--- config.mk ---
export PLATFORM = sky130hd
export DESIGN_NAME = prescaled_updown_counter
export DESIGN_NICKNAME = d
export VERILOG_FILES = /design/src/rtl/counter_pkg.sv /design/src/rtl/tick_prescaler.sv /design/src/rtl/prescaled_updown_counter.sv
export SDC_FILE = /design/constraint.sdc
export NUM_CORES = 1
export LEC_CHECK = 0
export ABC_AREA = 1
export CAP_MARGIN = 20
export CORE_ASPECT_RATIO = 1.75
export CORE_MARGIN = 2
export CORE_UTILIZATION = 55
export CTS_CLUSTER_SIZE = 28
export DETAILED_ROUTE_END_ITERATION = 6
export PLACE_DENSITY_LB_ADDON = 0.15
export SLEW_MARGIN = 10
export SYNTH_ARGS = -nofsm -noshare
export SYNTH_HDL_FRONTEND = slang
export SYNTH_SLANG_ARGS = --single-unit
--- constraint.sdc ---
create_clock -name MAX10_CLK1_50 -period 2.9 [get_ports MAX10_CLK1_50]
set_clock_uncertainty 0.2 [all_clocks]
set_input_delay 0.58 -clock MAX10_CLK1_50 [delete_from_list [all_inputs] [get_ports MAX10_CLK1_50]]
set_output_delay 0.58 -clock MAX10_CLK1_50 [all_outputs]
set_load 0.03 [all_outputs]
--- src/rtl/counter_pkg.sv ---
// Shared constants and encodings for the prescaled up/down counter.
package counter_pkg;

    localparam int     DEFAULT_WIDTH     = 24;
    localparam int     DEFAULT_DIV_WIDTH = 6;
    localparam longint DEFAULT_MODULUS   = longint'(1) << DEFAULT_WIDTH;

    typedef enum logic {
        DIR_DOWN = 1'b0,
        DIR_UP   = 1'b1
    } dir_e;

    typedef enum logic {
        MODE_ONE_SHOT = 1'b0,
        MODE_FREE_RUN = 1'b1
    } mode_e;

endpackage

--- src/rtl/tick_prescaler.sv ---
// Programmable divider: asserts adv for one cycle every divideby enabled clocks.
module tick_prescaler
    import counter_pkg::*;
#(
    parameter int DIV_WIDTH = DEFAULT_DIV_WIDTH
) (
    input  logic                 clk,
    input  logic                 reset,
    input  logic                 enable,
    input  logic                 clear,
    input  logic [DIV_WIDTH-1:0] divideby,
    output logic                 adv
);

    logic [DIV_WIDTH-1:0] phase_q;
    logic [DIV_WIDTH-1:0] phase_d;
    logic                 running;

    always_comb begin
        running = enable && (divideby != '0) && !clear;
        // ">=" rather than "==" so a divisor lowered mid-count still recovers at once.
        adv     = running && (phase_q >= divideby - DIV_WIDTH'(1));
        phase_d = phase_q;
        if (clear) begin
            phase_d = '0;
        end else if (running) begin
            phase_d = adv ? '0 : phase_q + DIV_WIDTH'(1);
        end
    end

    always_ff @(posedge clk) begin
        if (reset) begin
            phase_q <= '0;
        end else begin
            phase_q <= phase_d;
        end
    end

endmodule

--- src/rtl/prescaled_updown_counter.sv ---
// Modulo-N up/down counter advanced by a programmable prescaler, with
// free-running or one-shot (saturating, sticky done) behaviour and synchronous load.
module prescaled_updown_counter
    import counter_pkg::*;
#(
    parameter int     WIDTH     = DEFAULT_WIDTH,
    parameter int     DIV_WIDTH = DEFAULT_DIV_WIDTH,
    parameter longint MODULUS   = DEFAULT_MODULUS
) (
    input  logic                 MAX10_CLK1_50,
    input  logic                 reset,
    input  logic [DIV_WIDTH-1:0] divideby,
    input  logic                 enable,
    input  logic                 up,
    input  logic                 free_run,
    input  logic                 load,
    input  logic [WIDTH-1:0]     load_value,
    output logic [WIDTH-1:0]     count,
    output logic                 tick,
    output logic                 done,
    output logic                 div_zero
);

    localparam logic [WIDTH-1:0] TERMINAL_UP = WIDTH'(MODULUS - 1);

    logic [WIDTH-1:0] count_q, count_d;
    logic             tick_q, tick_d;
    logic             done_q, done_d;
    logic             free_run_q, free_run_d;
    logic             adv;
    logic [WIDTH-1:0] load_wrapped;
    dir_e             dir;
    mode_e            mode;

    tick_prescaler #(
        .DIV_WIDTH (DIV_WIDTH)
    ) u_prescaler (
        .clk      (MAX10_CLK1_50),
        .reset    (reset),
        .enable   (enable),
        .clear    (load),
        .divideby (divideby),
        .adv      (adv)
    );

    // A full-range modulus needs no reduction; otherwise fold the load value into range.
    generate
        if (MODULUS == (longint'(1) << WIDTH)) begin : g_full_range
            assign load_wrapped = load_value;
        end else begin : g_partial_range
            localparam logic [WIDTH:0] MOD_EXT = (WIDTH+1)'(MODULUS);
            assign load_wrapped = WIDTH'({1'b0, load_value} % MOD_EXT);
        end
    endgenerate

    assign dir  = dir_e'(up);
    assign mode = mode_e'(free_run);

    always_comb begin
        count_d    = count_q;
        done_d     = done_q;
        tick_d     = adv;
        free_run_d = free_run;
        if (load) begin
            count_d = load_wrapped;
            done_d  = 1'b0;
            tick_d  = 1'b0;
        end else begin
            if (adv && !done_q) begin
                if (dir == DIR_UP) begin
                    if (count_q == TERMINAL_UP) begin
                        if (mode == MODE_FREE_RUN) count_d = '0;
                        else                       done_d  = 1'b1;
                    end else begin
                        count_d = count_q + WIDTH'(1);
                    end
                end else begin
                    if (count_q == '0) begin
                        if (mode == MODE_FREE_RUN) count_d = TERMINAL_UP;
                        else                       done_d  = 1'b1;
                    end else begin
                        count_d = count_q - WIDTH'(1);
                    end
                end
            end
            // Switching into free-run releases a saturated one-shot, even while disabled.
            if (free_run && !free_run_q) done_d = 1'b0;
        end
    end

    always_ff @(posedge MAX10_CLK1_50) begin
        if (reset) begin
            count_q    <= '0;
            tick_q     <= 1'b0;
            done_q     <= 1'b0;
            free_run_q <= 1'b0;
        end else begin
            count_q    <= count_d;
            tick_q     <= tick_d;
            done_q     <= done_d;
            free_run_q <= free_run_d;
        end
    end

    assign count    = count_q;
    assign tick     = tick_q;
    assign done     = done_q;
    assign div_zero = (divideby == '0);

endmodule

==> impl_results.md, run 1 <==
- Worst slack, placed: -0.380 ns
- R2r worst-path depth: 12
- Final wirelength: between 10 and 15 mm
- Layout fillers: 611
- GPL Wtd Cong: 0.963
- Final setup vio count: 0
- Residual DRC: 0
- Antenna violation net count after detailed routing: 0
- Die area: 0.00748 mm2
- Core Area: 0.00654 mm2
- FF-to-FF Start: count[0]
- Post-route setup slack: 0.232 ns
- Max VDD drop: 404 uV
- CP endpoint kind: flip-flop
- Num Clock Sinks: 33
- Final Hold Vio Count: 0
- Layout cell share with drive strength beyond 1: 0.147
- Worst Path Class, Setup: in2reg
- Minimum clock period: roughly 2.7 ns
- Ports: 63
- CTS Buffer Depth: 2
- PwrDens: 367 mW/mm2
- Initial antenna violation count: 0
- Total track usage: 0.340
- Fmax: around 370 MHz
- Hold Crit Start: free_run_q
- N_diodes: 0
- DR iter-0 viols: roughly 370
- Max Transition Viols Final: 0
- Worst-Margin Slew: between 0.4 and 0.5 ns
- Area of the multi-input gates: 0.00272 mm2
- Synth Instances: between 600 and 700
- Largest net degree at the start of global routing: 24
- Die W: 66.3 um
- Yosys warning count: 0
- CP Launch Type: input pin
- Clk_lat worst skew: 0.28 ns
- Seq cells post-synth: 33
- Final hold slack: about 0.3 ns
- Max Cap Viol: 0
- Met1 Track Usage GR: 0.359
- Synth cell types: 36
- Post-layout instance area: 0.00475 mm2
- Clock root buffer: clkbuf_16
- Seq/Total Area, Yosys: 0.177
- Cell Rows: 39
- Post-DP Area: 0.00449 mm2
- Clock-pin slew on the worst setup and hold paths: 0.05 ns
- Vias in the first global route: about 4400
- Initial Util: 0.570
- Outcome: finished clean
- Worst-path fanout max: 23
- Register area: 661 um2
- Die height: approximately 110 um
- CP required: roughly 2.9 ns
- Post-Syn Nets: 711
- Crit path DAT: 2.64 ns
- Via count: approximately 4500
- Period utilization: 0.920
- Grt total ovfl: 0
- H-Tree Depth: 2
- Hold Crit Class: reg2reg
- CTS Buf Count: 5
- Total Power: 1.74 mW
- Met3 Use GR: 0.0527
- Port bufs: between 60 and 70
- Post-Syn Area: 0.00373 mm2
- Grt peak-use layer: met2
- Pre-antenna DRT Iters: 6
- Hold EP: done
- Dpl hpwl: about 9 mm
- RSZ-0062 raised after global routing: no
- Worst Hold Depth: 2
- Vias per cell: between 5 and 6
- Final net count: 781
- Flop-to-flop setup slack: 0.63 ns
- Synth-to-layout area growth: 27.2%
- Static leakage: 2.22 nW
- First-pass GRT wire length: 20.0 mm
- Syn_area_per_cell: around 5.6 um2
- Routing usage on met2: 0.617
- Slew HR: 0.670
- Crit Reg-Reg Endpoint: count[3]
- CTS tree: built
- DR WL/cell: 14.5 um
worst max path at each step:
stage | depth (start not counted) | endpoint | start
4_1_cts | 16 | count[11] | divideby[3]
2_1_floorplan | 16 | count[14] | divideby[0]
5_1_grt | 15 | count[18] | divideby[5]
6_report | 15 | count[8] | divideby[5]
3_3_place_gp | 18 | count[9] | divideby[2]
3_5_place_dp | 18 | count[22] | divideby[1]
flip-flops by register name (all words and copies together), names as in the netlist:
name,flops
u_prescaler.phase_q,6
count,24
done,1
tick,1
free_run_q,1
cell families after synthesis:
group,share of synthesized area
simple gates,0.548
flops,0.177
compound gates,0.0882
fa+ha+maj,0.0403
xor+xnor,0.0352
buf+inv,0.111
Yosys cell counts:
cell | instances | share of area
buf_4 | 3 | 0.0060
nor2_4 | 6 | 0.018
inv_1 | 65 | 0.065
a21o_1 | 1 | 0.0020
a21oi_2 | 9 | 0.021
a21oi_1 | 22 | 0.030
or2_2 | 10 | 0.017
inv_4 | 1 | 0.0017
buf_12 | 1 | 0.0054
nand3_2 | 3 | 0.0081
inv_2 | 3 | 0.0030
ha_1 | 12 | 0.040
nand4_4 | 1 | 0.0057
xor2_1 | 12 | 0.028
nand3_1 | 74 | 0.099
nor2_8 | 2 | 0.011
nand3_4 | 1 | 0.0047
nand4_1 | 10 | 0.017
a211oi_1 | 1 | 0.0020
nor2_1 | 96 | 0.097
nand3b_1 | 2 | 0.0040
o21bai_1 | 1 | 0.0020
buf_6 | 3 | 0.0091
dfxtp_1 | 33 | 0.18
nand2_1 | 219 | 0.22
buf_1 | 4 | 0.0040
nor3b_1 | 2 | 0.0040
clkbuf_1 | 5 | 0.0050
clkinv_1 | 1 | 0.0010
nor2_2 | 14 | 0.023
nand2_2 | 9 | 0.015
buf_2 | 8 | 0.011
xnor2_1 | 3 | 0.0070
o21ai_0 | 21 | 0.028
a31oi_1 | 2 | 0.0034
nor3_1 | 3 | 0.0040
critical path, cell delays in order:
cell             delay, ns
clkdlybuf4s50_1       0.50
xor2_1                0.15
inv_1                 0.09
ha_4                  0.25
nand2_2               0.08
inv_1                 0.04
a21oi_1               0.15
nand2_1               0.09
nand3b_1              0.12
nand2_2               0.09
nand3_4               0.16
buf_12                0.18
nand2_1               0.07
nand2_1               0.06
nor2_1                0.04
final cells by class:
cell class,instances,share of cell area
Inverter,70,0.0559
Multi-Input combinational cell,536,0.574
Tap cell,82,0.0216
Clock buffer,7,0.0301
Timing Repair Buffer,87,0.179
Sequential cell,33,0.139
power by group:
group | switching (mW) | leakage [nW] | total (mW) | internal [mW]
registers | 0.0743 | 0.272 | 0.558 | 0.483
logic | 0.384 | 1.88 | 0.644 | 0.260
clock network | 0.201 | 0.0700 | 0.538 | 0.337
placed cells by master, fill, tap and decap left out, drive strengths merged, types with 12 or more instances in the layout:
master / netlist / routed
nor2: 118 / 118
o21ai: 21 / 21
ha: 12 / 12
clkdlybuf4s50: 0 / 56
dfxtp: 33 / 33
a21oi: 31 / 31
inv: 69 / 69
buf: 19 / 25
nand3: 78 / 78
xor2: 12 / 12
nand2: 228 / 228
layer usage:
metal / part of all wire / vias to the layer above
met2: 0.52 / 212
met5: 0 / -
met3: 0.061 / 46
li1: - / 2236
met4: 0.050 / 0
met1: 0.36 / 2044
through the flow:
step | TNS (ns) | util | std cells
2_1_floorplan | 0 | - | 663
3_3_place_gp | -4.53 | 0.687 | 805
3_5_place_dp | -9.48 | 0.687 | 805
4_1_cts | 0 | 0.721 | 815
5_1_grt | 0 | 0.726 | 815
6_report | 0 | 0.726 | 815
what timing repair did:
item                       in CTS  in global routing
setup endpoints to repair      24                 24
resized for setup              12                 22
hold buffers                    0                  0
cloned                          1                  1
buffers inserted                2                  1
pin swaps                       4                 11
Note: power is estimated with default switching activity, not from simulation.
==> run 2, diff against run 1 <==
--- a/config.mk
+++ b/config.mk
@@ -5,11 +5,10 @@
 export SDC_FILE = /design/constraint.sdc
 export NUM_CORES = 1
 export LEC_CHECK = 0
-export ABC_AREA = 1
 export CAP_MARGIN = 20
 export CORE_ASPECT_RATIO = 1.75
 export CORE_MARGIN = 2
-export CORE_UTILIZATION = 55
+export CORE_UTILIZATION = 52
 export CTS_CLUSTER_SIZE = 28
 export DETAILED_ROUTE_END_ITERATION = 6
 export PLACE_DENSITY_LB_ADDON = 0.15
==> run 2 against run 1 <==
Against the previous run:
- the flow now finishes with violations (setup timing)
- combinational power shrank 21%
- clock power decreased by 33%
- first-iteration DRC count shrank 25%
- final cell count down 27%
- via count down 15%
- synthesized cell count shrank 39%
- clock-buffer cell count down 2
- setup slack lost 0.43 ns
- critical endpoint is now count[23]
- power shrank 21%
- register-to-register slack lost 0.54 ns
- sequential power shrank 8.2%
- largest cell class unchanged
- global-route usage increased by 2.8 points
==> impl_results.md, run 2 <==
- Post-Syn Area: 0.00293 mm2 (was 0.00373 mm2)
- DR WL/cell: 19.2 um (was 14.5 um)
- Most numerous cell in the Yosys netlist: nand2_1 (unchanged)
- Residual DRC: 0 (unchanged)
- First-pass GRT wire length: 17.4 mm (was 20.0 mm)
- DR iter-0 viols: 275 (was 367)
- CP peak stage delay: 0.34 ns (was 0.50 ns)
- Final net count: 564 (was 781)
- Period utilization: 1.07 (was 0.920)
- Hold Crit Class: reg2reg (unchanged)
- Worst Hold Depth: 1 (was 2)
- Post-DP Area: 0.00403 mm2 (was 0.00449 mm2)
- Clock root buffer: clkbuf_8 (was clkbuf_16)
- CP required: 2.88 ns (about the same)
- Max VDD drop: 246 uV (was 404 uV)
- Post-Syn Nets: 451 (was 711)
- Vias per cell: 6.53 (was 5.57)
- Max reg flops: 24 (unchanged)
- Seq/Total Area, Yosys: 0.226 (was 0.177)
- Layout cell share with drive strength beyond 1: 0.248 (was 0.147)
- Failing checks: setup timing
- CTS Buf Count: 5 (unchanged)
- H-Tree Depth: 2 (unchanged)
- Yosys top cell area share: 0.226 (was 0.220)
- Fmax: 322 MHz (was 375 MHz)
- Crit path DAT: 3.08 ns (was 2.64 ns)
- Bufs and invs on worst path: 5 (was 4)
- Hold EP: done (unchanged)
- Initial antenna violation count: 0 (unchanged)
- Final Hold Vio Count: 0 (unchanged)
- N_diodes: 0 (unchanged)
- CP Launch Type: input pin (unchanged)
- Crit Reg-Reg Endpoint: count[11] (was count[3])
- EDFF count, synth: 0 (unchanged)
- Die height: 103 um (was 113 um)
- Core Area: 0.00550 mm2 (was 0.00654 mm2)
- Die area: 0.00627 mm2 (was 0.00748 mm2)
- Max Transition Viols Final: 0 (unchanged)
- Crit-path cells: clkdlybuf4s15_2, inv_2, ha_2, nand2_1, xor2_1, ha_2, o21a_1, a21oi_2, o21ai_2, nand3b_1, buf_4, nor2_4, buf_4, buf_2, o221ai_1, a21oi_1 (was clkdlybuf4s50_1, xor2_1, inv_1, ha_4, nand2_2, inv_1, a21oi_1, nand2_1, nand3b_1, nand2_2, nand3_4, buf_12, nand2_1, nand2_1, nor2_1)
- Hold Crit Start: free_run_q (unchanged)
- Area contributors post-synth: dfxtp_1 (23%), nand2_1 (5.5%), ha_1 (5.1%) (was nand2_1 (22%), dfxtp_1 (18%), nand3_1 (9.9%))
- Layout fillers: 426 (was 611)
- GPL Wtd Cong: 1.03 (was 0.963)
- Outcome: finished, violations left (was finished clean)
- CTS tree: built (unchanged)
- Max Cap Viol: 0 (unchanged)
- Synth-to-layout area growth: 45.3% (was 27.2%)
- CTS Hold Bufs: 0 (unchanged)
- Num Clock Sinks: 33 (unchanged)
- Highest-count cells in the layout ignoring fill and taps: buf_4 (72), clkdlybuf4s50_1 (56), nand2_1 (42) (was nand2_1 (215), nor2_1 (94), nand3_1 (73))
- Leading area contributor after synthesis: dfxtp_1 (was nand2_1)
- Grt total ovfl: 0 (unchanged)
- Ports: 63 (unchanged)
- Port bufs: 62 (unchanged)
- Minimum clock period: 3.10 ns (was 2.67 ns)
- CTS Buffer Depth: 2 (unchanged)
- Syn_area_per_cell: 7.27 um2 (was 5.63 um2)
- Synth cell types: 67 (was 36)
- Clock-pin slew on the worst setup and hold paths: 0.08 ns (was 0.05 ns)
- Flop-to-flop setup slack: 0.09 ns (was 0.63 ns)
- Clk_lat worst skew: 0.29 ns (was 0.28 ns)
- Seq cells post-synth: 33 (unchanged)
- Ys flop type: dfxtp_1 (unchanged)
- Yosys warning count: 0 (unchanged)
- Crit path max-delay family: buffers and inverters (unchanged)
- Slew HR: 0.690 (was 0.670)
- Worst-Margin Slew: 0.465 ns (was 0.494 ns)
- Total track usage: 0.368 (was 0.340)
- Antenna violation net count after detailed routing: 0 (unchanged)
- Slowest CP cell: ha_2 (was clkdlybuf4s50_1)
- Cell Rows: 36 (was 39)
- Post-route setup slack: -0.201 ns (was 0.232 ns)
- Worst-path fanout max: 5 (was 23)
- Die W: 60.7 um (was 66.3 um)
- Commonest non-fill, non-tap cell in the layout: buf_4 (was nand2_1)
- Synth Instances: 403 (was 663)
- Final setup vio count: 23 (was 0)
- Via count: 3870 (was 4538)
- R2r worst-path depth: 7 (was 12)
- Vias in the first global route: 3688 (was 4434)
- Post-layout instance area: 0.00425 mm2 (was 0.00475 mm2)
- Final wirelength: 11.4 mm (was 11.8 mm)
- Dpl hpwl: 8.40 mm (was 9.03 mm)
- CP endpoint kind: flip-flop (unchanged)
- Pre-antenna DRT Iters: 5 (was 6)
- Commonest cells in the netlist: nand2_1 (43), nor2_1 (35), dfxtp_1 (33) (was nand2_1 (219), nor2_1 (96), nand3_1 (74))
- FF-to-FF Start: count[0] (unchanged)
- PwrDens: 324 mW/mm2 (was 367 mW/mm2)
- Final hold slack: 0.323 ns (was 0.301 ns)
- Static leakage: 1.65 nW (was 2.22 nW)
- Largest net degree at the start of global routing: 27 (was 24)
- RSZ-0062 raised after global routing: yes (was no)
- Ys async rst share: 0 (unchanged)
- Worst Path Class, Setup: in2reg (unchanged)
- Initial Util: 0.533 (was 0.570)
## run 2: how the worst max path moves through the flow
stage,startpoint,endpoint,slack [ns],depth (start not counted)
detailed placement,divideby[2],count[6],-0.90,13
finish,divideby[1],count[23],-0.20,16
global route,divideby[2],count[11],-0.33,13
global placement,divideby[2],count[6],-0.80,13
floorplan,divideby[2],count[12],-0.20,12
CTS,divideby[3],count[6],-0.06,13
## run 2: worst reg2reg max path, stage by stage, from the launching register on
cell      delay [ns]
dfxtp_1         0.36
buf_4           0.16
or4_1           0.68
or2_2           0.42
nor4_1          0.29
a21oi_1         0.15
o31ai_1         0.27
a221oi_1        0.14
## run 2: cells by family (layout without fill, tap and decap cells)
kind of cell | after synthesis | in the layout | synth area share
buffers and inverters | 51 | 165 | 0.0786
XOR/XNOR | 18 | 18 | 0.0538
multiplexers | 2 | 2 | 0.00684
AND/OR/NAND/NOR | 172 | 172 | 0.303
adder cells (fa/ha/maj) | 12 | 12 | 0.0513
AO/OA/AOI/OAI | 115 | 115 | 0.280
flip-flops | 33 | 33 | 0.226
## run 2: metrics by stage
stage               TNS, ns  std cells  utilization  total power, mW  setup WS [ns]
global route          -5.74        593        0.774             1.44         -0.334
CTS                  -0.106        591        0.762             1.36        -0.0620
global placement     -17.26        578        0.733            0.991         -0.797
finish                -2.11        593        0.774             1.38         -0.201
floorplan             -1.14        403            -            0.787         -0.198
detailed placement   -19.54        578        0.733             1.00         -0.905
## run 2: layout make-up
| cell class | count | area (um2) | area share |
|---|---|---|---|
| clock buffers | 5 | 68.8 | 0.0162 |
| clock inverters | 3 | 17.5 | 0.00412 |
| inverters | 19 | 71.3 | 0.0168 |
| multi-input cells | 319 | 2150 | 0.504 |
| flip-flops and latches | 33 | 661 | 0.155 |
| well taps | 76 | 95.1 | 0.0224 |
| repair buffers | 138 | 1190 | 0.281 |
## run 2: power by group
| part | internal (mW) | leakage, nW | switching [mW] |
|---|---|---|---|
| combinational | 0.230 | 1.34 | 0.277 |
| clock | 0.166 | 0.0439 | 0.194 |
| sequential | 0.477 | 0.272 | 0.0348 |
## run 2: metal layers
metal	part of all wire	up-vias	GRT usage
met5	0	-	0
met4	0.092	0	0.296
met3	0.080	99	0.0684
met2	0.51	249	0.654
met1	0.32	1786	0.352
li1	-	1736	-
## run 2: what timing repair did
action	CTS	global route
cloned	0	2
setup buffers	5	2
pin swaps	11	17
endpoints found under the setup margin	24	32
resized for setup	30	17
==> run 3, diff against run 2 <==
--- a/config.mk
+++ b/config.mk
@@ -8,11 +8,12 @@
 export CAP_MARGIN = 20
 export CORE_ASPECT_RATIO = 1.75
 export CORE_MARGIN = 2
-export CORE_UTILIZATION = 52
+export CORE_UTILIZATION = 54
 export CTS_CLUSTER_SIZE = 28
 export DETAILED_ROUTE_END_ITERATION = 6
 export PLACE_DENSITY_LB_ADDON = 0.15
 export SLEW_MARGIN = 10
 export SYNTH_ARGS = -nofsm -noshare
 export SYNTH_HDL_FRONTEND = slang
+export SYNTH_HIERARCHICAL = 1
 export SYNTH_SLANG_ARGS = --single-unit
==> run 3 against run 2 <==
Against the previous run:
- the flow still finishes with violations (setup timing)
- final area is 17% higher
- final cell count is 9.1% higher
- combinational power is 12% higher
- maximum frequency is 0.87% higher
==> impl_results.md, run 3 <==
- Clock-pin slew on the worst setup and hold paths: 0.08 ns (about the same)
- Max VDD drop: 297 uV (was 246 uV)
- Hold Crit Start: free_run_q (unchanged)
- Synth-to-layout area growth: 44.5% (was 45.3%)
- Setup TNS: -2.07 ns (was -2.11 ns)
- Yosys warning count: 6 (was 0)
- Post-Syn Area: 0.00346 mm2 (was 0.00293 mm2)
- Cell Rows: 38 (was 36)
- Layout cell share with drive strength beyond 1: 0.296 (was 0.248)
- Ys async rst share: 0 (unchanged)
- Via count: 4494 (was 3870)
- Area contributors post-synth: dfxtp_1 (19%), a21oi_1 (4.3%), ha_1 (4.3%) (was dfxtp_1 (23%), nand2_1 (5.5%), ha_1 (5.1%))
- Clk_lat worst skew: 0.32 ns (was 0.29 ns)
- Vias per cell: 6.95 (was 6.53)
- Outcome: finished, violations left (unchanged)
- Post-Syn Nets: 500 (was 451)
- Worst Path Class, Setup: in2reg (unchanged)
- Max Cap Viol: 0 (unchanged)
- R2r worst-path depth: 9 (was 7)
- Syn_area_per_cell: 7.65 um2 (was 7.27 um2)
- RSZ-0062 raised after global routing: yes (unchanged)
- Crit path DAT: 3.08 ns (about the same)
- Worst Hold Depth: 2 (was 1)
- CP peak stage delay: 0.39 ns (was 0.34 ns)
- Period utilization: 1.06 (was 1.07)
- First-pass GRT wire length: 21.5 mm (was 17.4 mm)
- Synth cell types: 84 (was 67)
- Pre-antenna DRT Iters: 6 (was 5)
- Hold EP: done (unchanged)
- Vias in the first global route: 4305 (was 3688)
- Die area: 0.00708 mm2 (was 0.00627 mm2)
- Crit Reg-Reg Endpoint: count[16] (was count[11])
- Core Area: 0.00618 mm2 (was 0.00550 mm2)
- CP required: 2.90 ns (was 2.88 ns)
- Worst-Margin Slew: 0.698 ns (was 0.465 ns)
- Ys flop type: dfxtp_1 (unchanged)
- Yosys top cell area share: 0.191 (was 0.226)
- Commonest non-fill, non-tap cell in the layout: buf_4 (unchanged)
- Fin util: 0.808 (was 0.774)
- Flop-to-flop setup slack: 0.06 ns (was 0.09 ns)
- Seq cells post-synth: 33 (unchanged)
- Layout fillers: 433 (was 426)
- Max Transition Viols Final: 0 (unchanged)
- H-Tree Depth: 2 (unchanged)
- Largest net degree at the start of global routing: 35 (was 27)
- Dpl hpwl: 10.2 mm (was 8.40 mm)
- Fmax: 325 MHz (was 322 MHz)
- Clock root buffer: clkbuf_8 (unchanged)
- Worst-path fanout max: 8 (was 5)
- Die height: 110 um (was 103 um)
- Final net count: 614 (was 564)
- CTS Buf Count: 5 (unchanged)
- Seq/Total Area, Yosys: 0.191 (was 0.226)
- Hold Crit Class: reg2reg (unchanged)
- Final Hold Vio Count: 0 (unchanged)
- Leading area contributor after synthesis: dfxtp_1 (unchanged)
- EDFF count, synth: 0 (unchanged)
- Die W: 64.5 um (was 60.7 um)
- CP Launch Type: input pin (unchanged)
- Initial Util: 0.559 (was 0.533)
- Slowest CP cell: or3_4 (was ha_2)
- Max reg flops: 24 (unchanged)
- PwrDens: 312 mW/mm2 (was 324 mW/mm2)
- Port bufs: 62 (unchanged)
- Failing checks: setup timing (unchanged)
- Minimum clock period: 3.07 ns (was 3.10 ns)
- Total track usage: 0.397 (was 0.368)
- Antenna violation net count after detailed routing: 0 (unchanged)
- CTS tree: built (unchanged)
- DR iter-0 viols: 518 (was 275)
- CP endpoint kind: flip-flop (unchanged)
- Slew HR: 0.533 (was 0.690)
- DR WL/cell: 22.2 um (was 19.2 um)
- Post-route setup slack: -0.174 ns (was -0.201 ns)
- Final hold slack: 0.313 ns (was 0.323 ns)
- Commonest cells in the netlist: nand2_1 (34), dfxtp_1 (33), a21oi_1 (30) (was nand2_1 (43), nor2_1 (35), dfxtp_1 (33))
- Initial antenna violation count: 0 (unchanged)
- Residual DRC: 0 (unchanged)
- FF-to-FF Start: count[0] (unchanged)
- N_diodes: 0 (unchanged)
- CTS Buffer Depth: 2 (unchanged)
- Final wirelength: 14.3 mm (was 11.4 mm)
- Num Clock Sinks: 33 (unchanged)
- Crit-path cells: buf_6, or3_4, nor3_4, xnor2_2, ha_4, nand4_1, o221ai_2, and2b_2, nor2b_4, buf_4, buf_12, a21oi_1, a221o_1 (was clkdlybuf4s15_2, inv_2, ha_2, nand2_1, xor2_1, ha_2, o21a_1, a21oi_2, o21ai_2, nand3b_1, buf_4, nor2_4, buf_4, buf_2, o221ai_1, a21oi_1)
- GPL Wtd Cong: 0.975 (was 1.03)
- Synth Instances: 452 (was 403)
- Ports: 63 (unchanged)
- Static leakage: 1.81 nW (was 1.65 nW)
- Total Power: 1.56 mW (was 1.38 mW)
- Most numerous cell in the Yosys netlist: nand2_1 (unchanged)
- Grt total ovfl: 0 (unchanged)
- Highest-count cells in the layout ignoring fill and taps: buf_4 (76), clkdlybuf4s50_1 (56), nand2_1 (33), dfxtp_1 (33), a21oi_1 (23) (was buf_4 (72), clkdlybuf4s50_1 (56), nand2_1 (42))
- Final setup vio count: 22 (was 23)
[run 3: cell types whose count changed after synthesis, sizes merged, moves of 5 or more]
cell,previous run,this run
a21oi,24,30
a31oi,6,12
clkbuf,23,31
nand2,44,34
nand3,16,23
nor2,36,17
nor4,9,16
o211ai,2,9
o22ai,6,1
o31ai,4,11
xnor2,12,7
[run 3: kinds of logic (layout without fill, tap and decap cells)]
group | Yosys count | after routing | synth area share
compound gates | 147 | 147 | 0.305
xor+xnor | 10 | 10 | 0.0253
simple gates | 188 | 188 | 0.325
flops | 33 | 33 | 0.191
mux | 3 | 3 | 0.00869
fa+ha+maj | 12 | 12 | 0.0434
buf+inv | 59 | 174 | 0.101
[run 3: area by class of cell]
cell class,count,area [um2],share of cell area
inverter,17,63.8,0.0128
clock inverter,3,46.3,0.00927
sequential,33,661,0.132
tap,80,100,0.0201
multi-input combinational,360,2710,0.543
clock buffer,5,68.8,0.0138
timing repair buffer,149,1340,0.269
[run 3: through the flow]
| step | instance area, um2 | setup slack [ns] | std cells |
|---|---|---|---|
| finish | 4990 | -0.174 | 647 |
| global route | 4990 | -0.262 | 647 |
| CTS | 4880 | -0.194 | 643 |
| detailed placement | 4590 | -0.879 | 630 |
| global placement | 4590 | -0.820 | 630 |
| floorplan | 3560 | -0.299 | 452 |
[run 3: what timing repair did]
item / 4_1_cts / 5_1_grt
hold buffers: 0 / 0
setup endpoints to repair: 24 / 24
gates cloned: 1 / 1
pin swaps: 18 / 14
setup buffers: 4 / 3
gates resized for setup: 50 / 13
[run 3: routing by layer]
| layer | up-vias | wire length (um) | GRT usage |
|---|---|---|---|
| met1 | 2114 | 4800 | 0.396 |
| met3 | 102 | 925 | 0.0624 |
| met2 | 290 | 7420 | 0.730 |
| met5 | - | 0 | 0 |
| met4 | 0 | 1200 | 0.292 |
| li1 | 1988 | - | - |
[run 3: critical path: cells and delay by family]
| family | cells | cell delay, ns |
|---|---|---|
| and+or+nand+nor | 5 | 1.05 |
| AOI/OAI and AO/OA | 3 | 0.66 |
| buffers and inverters | 3 | 0.36 |
| adders and majority gates | 1 | 0.30 |
| xor gates and xnor gates | 1 | 0.11 |
[run 3: how the worst max path moves through the flow]
| stage | from | end | slack [ns] | depth (start not counted) |
|---|---|---|---|---|
| 2_1_floorplan | divideby[2] | count[2] | -0.30 | 12 |
| 3_3_place_gp | divideby[2] | count[13] | -0.82 | 14 |
| 3_5_place_dp | divideby[2] | count[13] | -0.88 | 14 |
| 4_1_cts | divideby[4] | count[21] | -0.19 | 14 |
| 5_1_grt | divideby[3] | count[21] | -0.26 | 13 |
| 6_report | divideby[3] | count[21] | -0.17 | 13 |
[run 3: power breakdown]
part	switching (mW)	total (mW)	internal, mW
Clock	0.219	0.477	0.258
Combinational	0.319	0.569	0.250
Sequential	0.0378	0.514	0.476
